--- src/rtl/conv_pkg.sv ---
// conv_pkg: size decoding shared by the feature-map streamer and the
// convolution control unit.
//
// Contents:
//   CONV_LANES, CONV_PIXEL_WIDTH  pixels per beat and bits per pixel
//   cfg_reserved()                true for reserved size encodings
//   image_size()                  IMAGE_SIZE_choose -> square edge in pixels
//   channel_size()                CHANNEL_SIZE_choose -> channel count
//   plane_beats_log2()            log2 of beats in one channel plane
//   total_beats_log2()            log2 of beats in a whole feature map
//
// Every legal size is a power of two, so beat counts are carried as
// log2 values and turned into masks/limits with shifts (no multipliers).
package conv_pkg;

  localparam int unsigned CONV_LANES       = 16;
  localparam int unsigned CONV_PIXEL_WIDTH = 16;

  // Image encodings 6/7 and channel encoding 3 are reserved.
  function automatic logic cfg_reserved(input logic [2:0] img, input logic [1:0] ch);
    return (img > 3'd5) || (ch == 2'd3);
  endfunction

  // 0=4 .. 5=128 pixels; reserved codes decode to 0.
  function automatic logic [7:0] image_size(input logic [2:0] img);
    return (img > 3'd5) ? 8'd0 : (8'd4 << img);
  endfunction

  // 0=256, 1=128, 2=64 channels; reserved code decodes to 0.
  function automatic logic [8:0] channel_size(input logic [1:0] ch);
    return (ch == 2'd3) ? 9'd0 : (9'd256 >> ch);
  endfunction

  // Plane beats = W * max(1, W/16). For W <= 16 that is W (log2 = img+2);
  // above 16 it is W*W/16 (log2 = 2*(img+2) - 4 = 2*img).
  function automatic logic [3:0] plane_beats_log2(input logic [2:0] img);
    return (img <= 3'd2) ? ({1'b0, img} + 4'd2) : {img, 1'b0};
  endfunction

  // Total beats = plane beats * channels; channels = 2^(8-ch).
  function automatic logic [4:0] total_beats_log2(input logic [2:0] img, input logic [1:0] ch);
    return {1'b0, plane_beats_log2(img)} + (5'd8 - {3'b000, ch});
  endfunction

endpackage

--- src/rtl/fm_stream_skid_fifo.sv ---
// fm_stream_skid_fifo: two-entry output buffer holding stream beats
// (data + tlast) between the BRAM read port and the AXI-stream output.
//
// Ports:
//   clk, aresetn        clock, asynchronous active-low reset
//   wr_en, wr_data,     push one beat (caller guarantees not full)
//   wr_last
//   rd_en               pop the head beat (caller guarantees not empty)
//   rd_data, rd_last    head beat; all-zero after reset
//   full, empty         occupancy flags
module fm_stream_skid_fifo #(
  parameter int WIDTH = 256
) (
  input  logic             clk,
  input  logic             aresetn,
  input  logic             wr_en,
  input  logic [WIDTH-1:0] wr_data,
  input  logic             wr_last,
  input  logic             rd_en,
  output logic [WIDTH-1:0] rd_data,
  output logic             rd_last,
  output logic             full,
  output logic             empty
);

  logic [WIDTH:0] mem_q [2];
  logic           wr_ptr_q;
  logic           rd_ptr_q;
  logic [1:0]     count_q;

  always_ff @(posedge clk or negedge aresetn) begin
    if (!aresetn) begin
      mem_q[0] <= '0;
      mem_q[1] <= '0;
      wr_ptr_q <= 1'b0;
      rd_ptr_q <= 1'b0;
      count_q  <= 2'd0;
    end else begin
      if (wr_en) begin
        mem_q[wr_ptr_q] <= {wr_last, wr_data};
        wr_ptr_q        <= ~wr_ptr_q;
      end
      if (rd_en) begin
        rd_ptr_q <= ~rd_ptr_q;
      end
      case ({wr_en, rd_en})
        2'b10:   count_q <= count_q + 2'd1;
        2'b01:   count_q <= count_q - 2'd1;
        default: count_q <= count_q;
      endcase
    end
  end

  assign {rd_last, rd_data} = mem_q[rd_ptr_q];
  assign full  = (count_q == 2'd2);
  assign empty = (count_q == 2'd0);

endmodule

--- src/rtl/fm_stream_master.sv ---
// fm_stream_master: streams one feature map from BRAM to the convolution
// input as an AXI-stream, one LANES-pixel beat per BRAM word.
//
// Ports:
//   clk, aresetn          clock, asynchronous active-low reset
//   start                 one-cycle request; size inputs latched when accepted
//   IMAGE_SIZE_choose     0..5 -> 4..128 pixels square (6,7 reserved)
//   CHANNEL_SIZE_choose   0..2 -> 256/128/64 channels (3 reserved)
//   bram_en, bram_addr    BRAM read request; data returns one cycle later
//   bram_dout             BRAM read data
//   m_axis_t*             output stream (tdata, tvalid, tready, tlast)
//   busy                  high from the cycle after start until done
//   done                  one-cycle pulse after the final beat is accepted
//   cfg_err               one-cycle pulse for start with a reserved encoding
//   stall_cnt             (FM_STREAM_STALL_CNT_EN only) tvalid&&!tready cycles
//   state_dbg             current FSM state (IDLE=0, RUN=1, DRAIN=2)
//
// Optional build macro: FM_STREAM_STALL_CNT_EN adds the stall_cnt port.
//
// Handshake: a beat moves when m_axis_tvalid && m_axis_tready in the same
// cycle; once tvalid is raised, tdata/tlast stay constant and tvalid stays
// high until that handshake happens.
//
// Datapath: the BRAM word arriving this cycle (pending_q) goes straight to
// the output when the buffer is empty, otherwise into the 2-entry buffer.
// A read is launched only if, after this cycle's pop, buffer + in-flight
// read leaves room, so backpressure never overflows the buffer while a
// steady tready=1 still gives one beat per cycle.
module fm_stream_master
  import conv_pkg::*;
#(
  parameter int PIXEL_WIDTH = CONV_PIXEL_WIDTH,
  parameter int LANES       = CONV_LANES,
  parameter int ADDR_WIDTH  = 18
) (
  input  logic                         clk,
  input  logic                         aresetn,
  input  logic                         start,
  input  logic [2:0]                   IMAGE_SIZE_choose,
  input  logic [1:0]                   CHANNEL_SIZE_choose,
  output logic                         bram_en,
  output logic [ADDR_WIDTH-1:0]        bram_addr,
  input  logic [LANES*PIXEL_WIDTH-1:0] bram_dout,
  output logic [LANES*PIXEL_WIDTH-1:0] m_axis_tdata,
  output logic                         m_axis_tvalid,
  input  logic                         m_axis_tready,
  output logic                         m_axis_tlast,
  output logic                         busy,
  output logic                         done,
  output logic                         cfg_err,
`ifdef FM_STREAM_STALL_CNT_EN
  output logic [31:0]                  stall_cnt,
`endif
  output logic [1:0]                   state_dbg
);

  localparam int DW      = LANES * PIXEL_WIDTH;
  localparam int PLANE_W = 11; // up to 1024 beats per plane

  localparam logic [1:0] ST_IDLE  = 2'd0;
  localparam logic [1:0] ST_RUN   = 2'd1;
  localparam logic [1:0] ST_DRAIN = 2'd2;

  localparam logic [ADDR_WIDTH:0] ONE_A  = {{ADDR_WIDTH{1'b0}}, 1'b1};
  localparam logic [PLANE_W:0]    ONE_P  = {{PLANE_W{1'b0}}, 1'b1};

  logic [1:0]            state_q;
  logic [ADDR_WIDTH-1:0] addr_q;
  logic [ADDR_WIDTH-1:0] last_addr_q;
  logic [PLANE_W-1:0]    plane_cnt_q;
  logic [PLANE_W-1:0]    plane_last_q;
  logic [LANES-1:0]      lane_keep_q;
  logic                  pending_q;
  logic                  pending_last_q;

  // Latched-config candidates, computed from the live inputs.
  logic [ADDR_WIDTH:0]   total_span;
  logic [PLANE_W:0]      plane_span;
  logic [LANES-1:0]      lane_keep_d;

  logic                  start_ok;
  logic                  beat_valid;
  logic                  pop;
  logic                  bypass;
  logic                  plane_end;
  logic                  last_issue;
  logic                  final_beat;
  logic [2:0]            occ_after;
  logic [1:0]            fifo_count;
  logic [DW-1:0]         masked_dout;

  logic                  fifo_wr;
  logic                  fifo_rd;
  logic [DW-1:0]         fifo_data;
  logic                  fifo_last;
  logic                  fifo_full;
  logic                  fifo_empty;

  // ---------------- config decode ----------------
  always_comb begin
    total_span = ONE_A << total_beats_log2(IMAGE_SIZE_choose, CHANNEL_SIZE_choose);
    plane_span = ONE_P << plane_beats_log2(IMAGE_SIZE_choose);
    lane_keep_d = '0;
    for (int i = 0; i < LANES; i++) begin
      lane_keep_d[i] = (i < int'(image_size(IMAGE_SIZE_choose)));
    end
  end

  assign start_ok = start && (state_q == ST_IDLE) &&
                    !cfg_reserved(IMAGE_SIZE_choose, CHANNEL_SIZE_choose);

  // ---------------- output selection ----------------
  // Narrow images (W < LANES) leave the upper lanes of the BRAM word unused;
  // those lanes are zeroed before the beat enters the stream.
  always_comb begin
    masked_dout = '0;
    for (int i = 0; i < LANES; i++) begin
      masked_dout[i*PIXEL_WIDTH +: PIXEL_WIDTH] =
        lane_keep_q[i] ? bram_dout[i*PIXEL_WIDTH +: PIXEL_WIDTH] : '0;
    end
  end

  assign fifo_count = fifo_full ? 2'd2 : (fifo_empty ? 2'd0 : 2'd1);
  assign beat_valid = !fifo_empty || pending_q;
  assign pop        = beat_valid && m_axis_tready;
  assign bypass     = fifo_empty && pending_q;

  assign m_axis_tvalid = beat_valid;
  assign m_axis_tdata  = bypass ? masked_dout : fifo_data;
  assign m_axis_tlast  = bypass ? pending_last_q : (fifo_last && !fifo_empty);

  // An arriving word is buffered unless it leaves the block this very cycle.
  assign fifo_wr = pending_q && !(bypass && pop);
  assign fifo_rd = pop && !fifo_empty;

  // ---------------- read issue ----------------
  assign occ_after  = {1'b0, fifo_count} + {2'b00, pending_q} - {2'b00, pop};
  assign bram_en    = (state_q == ST_RUN) && (occ_after < 3'd2);
  assign bram_addr  = addr_q;
  assign plane_end  = (plane_cnt_q == plane_last_q);
  assign last_issue = bram_en && (addr_q == last_addr_q);

  // The last beat leaves once nothing else remains buffered or in flight.
  assign final_beat = (state_q == ST_DRAIN) && pop &&
                      (({1'b0, fifo_count} + {2'b00, pending_q}) == 3'd1);

  // ---------------- state and counters ----------------
  always_ff @(posedge clk or negedge aresetn) begin
    if (!aresetn) begin
      state_q        <= ST_IDLE;
      addr_q         <= '0;
      last_addr_q    <= '0;
      plane_cnt_q    <= '0;
      plane_last_q   <= '0;
      lane_keep_q    <= '0;
      pending_q      <= 1'b0;
      pending_last_q <= 1'b0;
      done           <= 1'b0;
      cfg_err        <= 1'b0;
    end else begin
      done    <= final_beat;
      cfg_err <= start && (state_q == ST_IDLE) &&
                 cfg_reserved(IMAGE_SIZE_choose, CHANNEL_SIZE_choose);

      pending_q      <= bram_en;
      pending_last_q <= bram_en && plane_end;

      case (state_q)
        ST_IDLE:  if (start_ok)   state_q <= ST_RUN;
        ST_RUN:   if (last_issue) state_q <= ST_DRAIN;
        ST_DRAIN: if (final_beat) state_q <= ST_IDLE;
        default:                  state_q <= ST_IDLE;
      endcase

      if (start_ok) begin
        last_addr_q  <= ADDR_WIDTH'(total_span - ONE_A);
        plane_last_q <= PLANE_W'(plane_span - ONE_P);
        lane_keep_q  <= lane_keep_d;
        addr_q       <= '0;
        plane_cnt_q  <= '0;
      end else if (bram_en) begin
        // The address parks on the final value until the next start.
        if (!last_issue) addr_q <= addr_q + 1'b1;
        plane_cnt_q <= plane_end ? '0 : plane_cnt_q + 1'b1;
      end
    end
  end

  assign busy      = (state_q != ST_IDLE);
  assign state_dbg = state_q;

`ifdef FM_STREAM_STALL_CNT_EN
  always_ff @(posedge clk or negedge aresetn) begin
    if (!aresetn) begin
      stall_cnt <= '0;
    end else if (start_ok) begin
      stall_cnt <= '0;
    end else if (m_axis_tvalid && !m_axis_tready && (stall_cnt != '1)) begin
      stall_cnt <= stall_cnt + 32'd1;
    end
  end
`endif

  fm_stream_skid_fifo #(
    .WIDTH (DW)
  ) u_skid (
    .clk     (clk),
    .aresetn (aresetn),
    .wr_en   (fifo_wr),
    .wr_data (masked_dout),
    .wr_last (pending_last_q),
    .rd_en   (fifo_rd),
    .rd_data (fifo_data),
    .rd_last (fifo_last),
    .full    (fifo_full),
    .empty   (fifo_empty)
  );

endmodule

--- config.mk ---
export PLATFORM = sky130hd
export DESIGN_NAME = fm_stream_master
export DESIGN_NICKNAME = d
export VERILOG_FILES = /design/src/rtl/conv_pkg.sv /design/src/rtl/fm_stream_skid_fifo.sv /design/src/rtl/fm_stream_master.sv
export SDC_FILE = /design/constraint.sdc
export NUM_CORES = 1
export LEC_CHECK = 0
export CAP_MARGIN = 20
export CORE_MARGIN = 2
export CORE_UTILIZATION = 48
export DETAILED_ROUTE_END_ITERATION = 12
export MAX_ROUTING_LAYER = met4
export PLACE_DENSITY = 0.82
export SYNTH_ARGS = -nofsm -noshare
export SYNTH_HDL_FRONTEND = slang
export SYNTH_SLANG_ARGS = --single-unit
--- constraint.sdc ---
create_clock -name clk -period 2.3 [get_ports clk]
set_clock_uncertainty 0.1 [all_clocks]
set_input_delay 0.23 -clock clk [delete_from_list [all_inputs] [get_ports clk]]
set_output_delay 0.23 -clock clk [all_outputs]
set_load 0.02 [all_outputs]
==> results.sh <==
export IMPL_drv_slew=0
export IMPL_finalCritPeriodShare_pct=125
export IMPL_syn_avg_cell_area_sq_um=8.70
export IMPL_drv_cap=0
export IMPL_synth_top_family_by_area="compound AO/OA/AOI/OAI gates"
export IMPL_die_area_sq_mm=0.0623
export IMPL_period_needed_ns=2.88
export IMPL_cp_required_ns=2.74
export IMPL_synth_compound_area_share_pct=22.3
export IMPL_reg2reg_slack_ns=-0.35
export IMPL_clockRootBuffer="clkbuf_16"
export IMPL_grt_ovfl_total=0
export IMPL_synth_seq_area_share_pct=50.6
export IMPL_ys_types=67
export IMPL_tightest_slew_ns=0.525
export IMPL_synthMuxAreaShare_pct=0.298
export IMPL_synth_edf_count=0
export IMPL_grt_pass1_wl_mm=137
export IMPL_rows=90
export IMPL_cp_arrival_ns=3.33
export IMPL_placed_cells=4603
export IMPL_fin_nets=4298
export IMPL_clkLatencyLatePin_ns=0.62
export IMPL_synth_nets=3615
export IMPL_grt_util_all_layers_pct=27.9
export IMPL_route_detailed_drc=0
export IMPL_setup_viol=297
export IMPL_cts_sinks=586
export IMPL_status="finished with violations"
export IMPL_drive_gt1_share_pct=22.5
export IMPL_maxSlewHeadroom_pct=64.8
export IMPL_min_path_type="in -> async"
export IMPL_critPathLaunch="IMAGE_SIZE_choose[2]"
export IMPL_clk_pin_slew_ns=0.06
export IMPL_grt_max_degree=97
export IMPL_routedWlPerCell_microns=19.7
export IMPL_ys_warn_count=0
export IMPL_vias_per_cell=5.72
export IMPL_hold_slack_ns=0.0572
export IMPL_synth_cells=3332
export IMPL_first_iter_violations=2371
export IMPL_ioPinCount=547
export IMPL_fin_ws_ns=-0.584
export IMPL_setup_worst_path_end_class="flip-flop"
export IMPL_max_freq_mhz=347
export IMPL_leakagePower_nw=18.1
export IMPL_p_per_area_mw_per_mm2=1580
export IMPL_synthAdderAreaFrac_pct=0.803
export IMPL_synthXorXnorAreaFrac_pct=1.72
export IMPL_core_area_sq_mm=0.0600
export IMPL_cts_htree_levels=2
export IMPL_fillCellCount=4310
export IMPL_post_synth_top_count_cell="nand2_1"
export IMPL_grt_pass1_vias=25500
export IMPL_ir_worst_vdd_mv=1.04
export IMPL_ys_top_cells_by_count="nand2_1 (846), dfrtp_1 (586), o21ai_0 (339)"
export IMPL_reg2reg_from="u_skid.count_q[0]$_DFFE_PN0P_"
export IMPL_antenna_found_initial=4
export IMPL_worst_path_max_fanout=5
export IMPL_hold_viol_final=0
export IMPL_wl_mm=95.4
export IMPL_cts_tree="done"
export IMPL_vias=27700
export IMPL_path_class="in -> reg"
export IMPL_cts_buffers=61
export IMPL_drt_pre_antenna_iters=8
export IMPL_crit_path_start_kind="input pin"
export IMPL_die_h_microns=250
export IMPL_rsz0062_at_grt="true"
export IMPL_clock_path_buffers=3
export IMPL_violations="negative setup slack"
export IMPL_dp_hpwl_mm=57.7
export IMPL_synthFlopType="dfrtp_1"
export IMPL_die_x_microns=250
export IMPL_synth_top_area_share_pct=50.6
export IMPL_netlist_area_sq_mm=0.0290
export IMPL_dp_slack_ns=-1.64
export IMPL_synth_simple_gate_area_share_pct=19.2
export IMPL_start_util_pct=48.3
export IMPL_io_buffers=546
export IMPL_synth_area_top_cells="dfrtp_1 (51%), nand2_1 (11%), a211oi_1 (6.7%), o21ai_0 (5.9%), nor2b_1 (5.7%)"
export IMPL_synth_top_area_cell="dfrtp_1"
export IMPL_gp_congestion=0.905
export IMPL_fin_cells=4848
export IMPL_ys_seq_elements=586
export IMPL_tns_ns=-104.75
export IMPL_async_flop_share_pct=100
export IMPL_area_delta_synth_final_pct=41.3
export IMPL_ant_nets=0
## kinds of logic (layout without fill, tap and decap cells)
group	count (synthesis)	count (layout)
simple gates	1238	1238
compound gates	1131	1131
flops	586	586
buf+inv	297	1027
xor+xnor	54	54
fa+ha+maj	18	18
mux	8	8
other cells	0	4
## path summary, 6_finish.rpt
path                                            endpoint  cells after the start
min in group clk             plane_last_q[5]$_DFFE_PN0P_                      4
setup / recovery             last_addr_q[12]$_DFFE_PN0P_                     16
setup reg to reg               bram_addr[10]$_DFFE_PN0P_                     12
max in group asynchronous   u_skid.mem_q[62]$_DFFE_PN0P_                      3
hold reg to reg            u_skid.mem_q[423]$_DFFE_PN0P_                      2
hold / removal             u_skid.mem_q[491]$_DFFE_PN0P_                      2
## stage by stage
step                      utilization, %  area [sq um]  power, mW
final                               68.2         41000       64.8
after detailed placement            60.7         36500       50.3
after global placement              60.7         36500       49.6
after CTS                           65.0         39000       60.0
after global routing                68.2         41000       68.3
after floorplan                        -         29100       36.0
## registers in the layout (all words and copies together), names as in the netlist
name,cells
plane_last_q,11
u_skid.rd_ptr_q,1
lane_keep_q,4
cfg_err,1
state_dbg,2
pending_last_q,1
u_skid.wr_ptr_q,1
pending_q,1
u_skid.mem_q,514
u_skid.count_q,2
last_addr_q,18
done,1
plane_cnt_q,11
bram_addr,18
## worst max-delay path: stages
cell and delay [ns]:
buf_6 0.08, inv_4 0.04, buf_4 0.12, buf_4 0.15, ha_1 0.32, o22ai_2 0.15
inv_2 0.08, fa_2 0.60, nor2b_4 0.18, nand2_2 0.08, or3_4 0.38, ha_4 0.18
nor2b_4 0.13, nand3_2 0.09, or3_1 0.35, a31oi_1 0.16
## layout make-up
cell class / count / area [sq um] / area share (%)
Antenna cell: 4 / 10.0 / 0.0244
Clock inverter: 22 / 299 / 0.730
Multi-Input combinational cell: 2449 / 14000 / 34.2
Tap cell: 782 / 978 / 2.39
Sequential cell: 586 / 14700 / 35.8
Timing Repair Buffer: 900 / 9150 / 22.3
Clock buffer: 88 / 1780 / 4.35
Inverter: 17 / 80.1 / 0.196
## cells in the final DEF (no fill, tap or decap), types with 48 or more instances in the layout
master and count:
buf_4 371, a21oi_2 48, nand2_1 843, o21ai_0 335
nor2b_1 252, clkdlybuf4s50_1 283, dfrtp_1 581, a21oi_1 231
buf_6 57, a211oi_1 161, buf_12 56, a211oi_2 78
o21ai_1 209, clkbuf_16 84
## what timing repair did
action | in CTS | in global routing
hold endpoints to repair | 586 | 0
pin swaps | 22 | 43
hold buffers | 1 | 0
setup endpoints to repair | 307 | 298
gates resized for setup | 538 | 815
setup buffers | 17 | 77
gates cloned | 9 | 27
## metal layers
metal  part of all wire (%)  track usage [%]  up-vias
li1                       -                -    12800
met1                     39             34.3    13500
met2                     50             45.6     1108
met3                    6.4             4.86      303
met4                    4.6             11.4        0
met5                      0                -        -
## report_power, final
part | switching, mW | internal [mW] | total [mW] | leakage, nW
clock network | 4.15 | 6.12 | 10.3 | 1.02
registers | 2.54 | 14.5 | 17.0 | 7.72
logic | 21.9 | 15.6 | 37.5 | 9.39
total | 28.6 | 36.2 | 64.8 | 18.1
Power figures use the tool's default switching activity.
